$ cat src/rtl/wb_fetch_master_if.sv
// Single-beat read bus between the fetch unit and word-addressed slaves.
// The master drives address/strobe; the slave returns data with a one-cycle ack.
interface wb_fetch_master_if;
  logic [29:0] adr_o;
  logic        stb_o;
  logic [31:0] dat_i;
  logic        ack_i;

  modport master (
    output adr_o,
    output stb_o,
    input  dat_i,
    input  ack_i
  );

  modport slave (
    input  adr_o,
    input  stb_o,
    output dat_i,
    output ack_i
  );
endinterface

$ cat src/rtl/wb_fetch_master.sv
// Instruction fetch bus initiator with prefetch FIFO, redirect and
// bus timeout; one read outstanding at most.
module wb_fetch_master #(
  parameter int unsigned DEPTH      = 4,
  parameter logic [31:0] RESET_ADDR = 32'h0000_0000,
  parameter int unsigned TIMEOUT    = 255
) (
  input  logic              clk_i,
  input  logic              rst_ni,
  wb_fetch_master_if.master bus,
  input  logic              redirect_i,
  input  logic [31:0]       target_i,
  output logic [31:0]       instr_o,
  output logic [31:0]       pc_o,
  output logic              valid_o,
  input  logic              ready_i,
  output logic              err_o
);

  localparam int AW = (DEPTH > 1) ? $clog2(DEPTH) : 1;
  localparam int OW = AW + 1;
  localparam int TW = (TIMEOUT > 1) ? $clog2(TIMEOUT + 1) : 1;
  localparam logic [OW-1:0] FULL = OW'(DEPTH);

  typedef enum logic [1:0] {
    IDLE,
    REQ,
    DISCARD,
    ERR
  } state_t;

  state_t        state;
  logic [29:0]   adr;
  logic [29:0]   tgt;
  logic [31:0]   mem_d [DEPTH];
  logic [29:0]   mem_a [DEPTH];
  logic [AW-1:0] rd_ptr;
  logic [AW-1:0] wr_ptr;
  logic [OW-1:0] occ;
  logic [OW-1:0] occ_nx;
  logic [TW-1:0] tmo;
  logic          push;
  logic          pop;
  logic          room;
  logic          tmo_hit;
  logic          unused_tgt;

  assign unused_tgt = ^target_i[1:0];

  assign bus.adr_o = adr;
  assign bus.stb_o = (state == REQ) || (state == DISCARD);

  assign err_o   = (state == ERR);
  assign valid_o = (occ != '0) && !err_o;
  assign instr_o = mem_d[rd_ptr];
  assign pc_o    = {mem_a[rd_ptr], 2'b00};

  // A redirect cancels both sides of the FIFO in the same cycle.
  assign push   = (state == REQ) && bus.ack_i && !redirect_i;
  assign pop    = valid_o && ready_i && !redirect_i;
  assign occ_nx = occ + OW'(push) - OW'(pop);
  assign room   = occ_nx < FULL;

  assign tmo_hit = (TIMEOUT != 0) && bus.stb_o && !bus.ack_i &&
                   (32'(tmo) + 32'd1 >= TIMEOUT);

  always_ff @(posedge clk_i) begin
    if (push) begin
      mem_d[wr_ptr] <= bus.dat_i;
      mem_a[wr_ptr] <= adr;
    end
  end

  always_ff @(posedge clk_i) begin
    if (!rst_ni) begin
      state  <= IDLE;
      adr    <= RESET_ADDR[31:2];
      tgt    <= RESET_ADDR[31:2];
      rd_ptr <= '0;
      wr_ptr <= '0;
      occ    <= '0;
      tmo    <= '0;
    end else begin
      if (bus.stb_o && !bus.ack_i && TIMEOUT != 0) begin
        tmo <= tmo + TW'(1);
      end else begin
        tmo <= '0;
      end

      if (redirect_i) begin
        rd_ptr <= '0;
        wr_ptr <= '0;
        occ    <= '0;
      end else begin
        if (push) wr_ptr <= wr_ptr + AW'(1);
        if (pop)  rd_ptr <= rd_ptr + AW'(1);
        occ <= occ_nx;
      end

      unique case (state)
        IDLE: begin
          if (redirect_i) begin
            state <= REQ;
            adr   <= target_i[31:2];
          end else if (room) begin
            state <= REQ;
          end
        end
        REQ: begin
          if (redirect_i && bus.ack_i) begin
            adr <= target_i[31:2];
          end else if (redirect_i) begin
            // Address must stay put until the slave answers.
            state <= DISCARD;
            tgt   <= target_i[31:2];
          end else if (bus.ack_i) begin
            adr <= adr + 30'd1;
            if (!room) state <= IDLE;
          end else if (tmo_hit) begin
            state <= ERR;
          end
        end
        DISCARD: begin
          if (bus.ack_i) begin
            state <= REQ;
            adr   <= redirect_i ? target_i[31:2] : tgt;
          end else if (redirect_i) begin
            tgt <= target_i[31:2];
          end else if (tmo_hit) begin
            state <= ERR;
          end
        end
        ERR: begin
          if (redirect_i) begin
            state <= REQ;
            adr   <= target_i[31:2];
          end
        end
        default: state <= IDLE;
      endcase
    end
  end

endmodule
$ cat src/flat_wrapper.sv
// flat-port wrapper written by rule: the top's interface ports become plain ports
module wb_fetch_master_flat 
#(
  parameter int unsigned DEPTH      = 4,
  parameter logic [31:0] RESET_ADDR = 32'h0000_0000,
  parameter int unsigned TIMEOUT    = 255
)
  (clk_i, rst_ni, redirect_i, target_i, instr_o, pc_o, valid_o, ready_i, err_o, bus_adr_o, bus_stb_o, bus_dat_i, bus_ack_i);
  wb_fetch_master_if bus_i ();
  input  logic clk_i;
  input  logic rst_ni;
  input  logic redirect_i;
  input  logic [31:0] target_i;
  output logic [31:0] instr_o;
  output logic [31:0] pc_o;
  output logic valid_o;
  input  logic ready_i;
  output logic err_o;
  output wire logic [$bits(bus_i.adr_o)-1:0] bus_adr_o;
  output wire logic [$bits(bus_i.stb_o)-1:0] bus_stb_o;
  input wire logic [$bits(bus_i.dat_i)-1:0] bus_dat_i;
  input wire logic [$bits(bus_i.ack_i)-1:0] bus_ack_i;
  assign bus_adr_o = bus_i.adr_o;
  assign bus_stb_o = bus_i.stb_o;
  assign bus_i.dat_i = bus_dat_i;
  assign bus_i.ack_i = bus_ack_i;
  wb_fetch_master #(.DEPTH(DEPTH), .RESET_ADDR(RESET_ADDR), .TIMEOUT(TIMEOUT)) u_core (.clk_i(clk_i), .rst_ni(rst_ni), .bus(bus_i), .redirect_i(redirect_i), .target_i(target_i), .instr_o(instr_o), .pc_o(pc_o), .valid_o(valid_o), .ready_i(ready_i), .err_o(err_o));
endmodule
$ cat config.mk
export PLATFORM = sky130hd
export DESIGN_NAME = wb_fetch_master_flat
export DESIGN_NICKNAME = d
export VERILOG_FILES = /design/src/rtl/wb_fetch_master_if.sv /design/src/rtl/wb_fetch_master.sv /design/src/flat_wrapper.sv
export SDC_FILE = /design/constraint.sdc
export NUM_CORES = 1
export LEC_CHECK = 0
export BUFFER_PORTS_ARGS = -buffer_cell sky130_fd_sc_hd__buf_2
export CAP_MARGIN = 20
export CORE_MARGIN = 2
export CORE_UTILIZATION = 45
export DETAILED_ROUTE_END_ITERATION = 7
export GPL_TIMING_DRIVEN = 0
export PLACE_DENSITY = 0.74
export SLEW_MARGIN = 20
export SYNTH_ARGS = -nofsm -noshare
export SYNTH_HDL_FRONTEND = slang
export SYNTH_SLANG_ARGS = --single-unit
$ cat constraint.sdc
create_clock -name clk_i -period 2.8 [get_ports clk_i]
set_input_delay 0 -clock clk_i [delete_from_list [all_inputs] [get_ports clk_i]]
set_output_delay 0 -clock clk_i [all_outputs]
set_load 0.01 [all_outputs]
==> flow_metrics.tcl <==
set metrics [dict create \
    cts_root_buffer "clkbuf_16" \
    p_per_area_nw_per_um2 784 \
    fin_cells 1631 \
    drt_first_pass_iters 5 \
    drc 0 \
    ys.warnings.count 0 \
    leakage_nw 5.92 \
    clkTransAtPathRegs_ns 0.06 \
    drt-wirelength-per-cell_um 20.2 \
    place.gp.congestion 0.929 \
    period_minus_slack_ns 2.73 \
    ys_seq_elements 327 \
    fp-row-count 64 \
    fillers 2497 \
    cts_buffer_depth 3 \
    yosysTopAreaCell "edfxtp_1" \
    path_class "reg -> reg" \
    status "completed" \
    fmax_ghz 0.367 \
    max_slew.worst_pin.slew_ns 0.764 \
    setup_ws_ns 0.0715 \
    hold_path_depth 5 \
    insertion_delay_ns 0.51 \
    fin_nets 1299 \
    finalSetupViolations 0 \
    cp-start-kind "register" \
    drt_iter0_markers 922 \
    ios 166 \
    synth.top_cell.area_share_pct 53.8 \
    synth_edf_count 248 \
    dieHeight_um 179 \
    place_ws_ns -0.305 \
    syn_inst 945 \
    numClockSinks 327 \
    synthFlopType "edfxtp_1" \
    use_met2_pct 33.3 \
    slew_violations 0 \
    area_growth_pct 23.0 \
    yosysSeqAreaShare_pct 65.2 \
    numPortBuffers 159 \
    synth_area_leaders "edfxtp_1 54%, dfxtp_1 11%, mux4_2 10%" \
    grt_pass1_wl_mm 52.1 \
    gr-total-overflow 0 \
    maxCapViolCount 0 \
    grt_pass1_vias 9181 \
    dpl-instance-area_um2 15300 \
    postLayoutCellArea_um2 17000 \
    diodes 0 \
    cts_made_buffers 35 \
    drt-total-wl_mm 33.0 \
    grt_max_degree 46 \
    coreArea_um2 30400 \
    die_width_um 179 \
    cpMaxStageDelayCell "or4_1" \
    syn_area_per_cell_um2 14.7 \
    end_kind "register" \
    hold_class "in -> reg" \
    cpPeakStageDelay_ns 0.50 \
    htreeDepth 2 \
    grt_util_met1_pct 28.2 \
    relSlewSlack_pct 49.1 \
    met3_usage_pct 4.05 \
    die_area_um2 32200 \
    drive_above_1_share_pct 28.7 \
    vdd_ir_drop_max_uv 539 \
    grt.busiest_layer "met2" \
    vias 9117 \
    grt_util_all_layers_pct 20.4 \
    ys_types 80 \
    worstRegToRegCells 11 \
    synth_async_sr_flop_share_pct 0 \
    whs_ns 0.0930 \
    finClkSkew_ns 0.0183 \
    path_cells "ha_4 > nor4b_4 > ha_1 > inv_1 > ha_2 > fa_2 > xor3_1 > or4_1 > nand3_2 > o21ai_2 > a41oi_1" \
    post-place-cells 1505 \
    place_hpwl_mm 21.5 \
    avgViaCountPerCell 5.59 \
    fin_crit_sh_pct 97.4 \
    antenna_found_initial 0 \
    cts_tree "built" \
    required_ns 3.22 \
    hold_viol_final 0 \
    arrival_ns 3.15 \
    start_util_pct 45.5 \
    netlist_area_um2 13800 \
    path_max_fanout 5 \
    ant_nets 0 \
    rsz0062_at_grt "true" \
]
layout by cell type (no fill, tap or decap), types with 25 or more instances in the layout:
cell           instances
o21ai_0               25
nand2_1               91
dfxtp_1               77
buf_2                182
a21oi_1               58
clkbuf_1              42
dlygate4sd3_1         63
mux4_2                62
nor2_1                42
edfxtp_1             248
clkbuf_16             35
state kept, by name, indices dropped and copies added (netlist names), named ones only:
register	flops
u_core.mem_d	128
u_core.mem_a	120
u_core.bus.adr_o	30
u_core.tgt	30
u_core.tmo	8
u_core.occ	3
u_core.rd_ptr	2
u_core.state	2
u_core.wr_ptr	2
cells by family after synthesis:
| logic type | share of synthesized area, % |
|---|---|
| flops | 65.2 |
| simple gates | 8.24 |
| compound gates | 9.09 |
| mux | 12.1 |
| buf+inv | 2.48 |
| xor+xnor | 1.44 |
| fa+ha+maj | 1.41 |
| other cells | 0.0271 |
Yosys cell counts, types with 5 or more instances:
master	count
a211oi_1	8
a21oi_1	58
a221o_1	5
a221oi_1	13
a22oi_1	8
and2_1	5
and3_1	7
and4_1	7
buf_2	23
clkbuf_1	31
dfxtp_1	79
edfxtp_1	248
ha_1	14
inv_1	13
mux2_2	16
mux2i_1	9
mux4_2	62
nand2_1	91
nand3_1	22
nand4_1	13
nor2_1	42
nor3_1	19
o211ai_1	6
o21ai_0	25
o22ai_1	7
o31a_1	5
xnor2_1	9
xor2_1	11
area by class of cell:
cell class / count / area [µm²] / area share [%]
Clock inverter: 9 / 78.8 / 0.463
Timing Repair Buffer: 232 / 1580 / 9.28
Multi-Input combinational cell: 542 / 4570 / 26.8
Buffer: 62 / 288 / 1.69
Inverter: 15 / 56.3 / 0.330
Sequential cell: 327 / 9040 / 53.0
Clock buffer: 48 / 938 / 5.51
Tap cell: 396 / 495 / 2.91
worst paths after layout:
check                                startpoint                    to  slack, ns
worst max-delay path            u_core.state[1]       u_core.state[0]       0.07
worst min-delay path                  bus_ack_i  u_core.bus.adr_o[21]       0.09
worst max register to register  u_core.state[1]       u_core.state[0]       0.07
worst min register to register   u_core.tgt[22]        u_core.tgt[22]       0.45
layer usage:
metal	wire, µm	share of wire [%]	vias up
li1	-	-	4254
met1	14200	43	4448
met2	15700	48	359
met3	2410	7.3	56
met4	713	2.2	0
met5	0	0	-
where the power goes:
group          leakage (nW)  switching (W)  internal (W)
logic                  2.52        0.00169       0.00112
registers              2.90       0.000592       0.00578
clock network         0.499        0.00175       0.00243
worst max-delay path: cells and delay by family, from the launching register on:
family,cells,cell delay [ns]
buf+inv,1,0.06
xor+xnor,1,0.24
fa+ha+maj,4,0.81
simple gates,3,0.94
compound gates,2,0.23
flops,1,0.37
timing repair:
| item | 4_1_cts | 5_1_grt |
|---|---|---|
| endpoints found under the setup margin | 2 | 2 |
| hold buffers | 63 | 0 |
| pin swaps | 1 | 6 |
| gates resized for setup | 8 | 9 |
| hold endpoints to repair | 177 | 0 |
| setup buffers | 1 | 5 |
through the flow:
stage | util (%) | total power [W] | setup TNS [ns]
2_1_floorplan | - | 0.00795 | 0
3_3_place_gp | 49.8 | 0.00904 | -80.12
3_5_place_dp | 50.2 | 0.00909 | -0.524
4_1_cts | 55.8 | 0.0134 | 0
5_1_grt | 56.0 | 0.0140 | -0.0385
6_report | 56.0 | 0.0134 | 0
No activity file was read; power rests on OpenSTA's default activity.
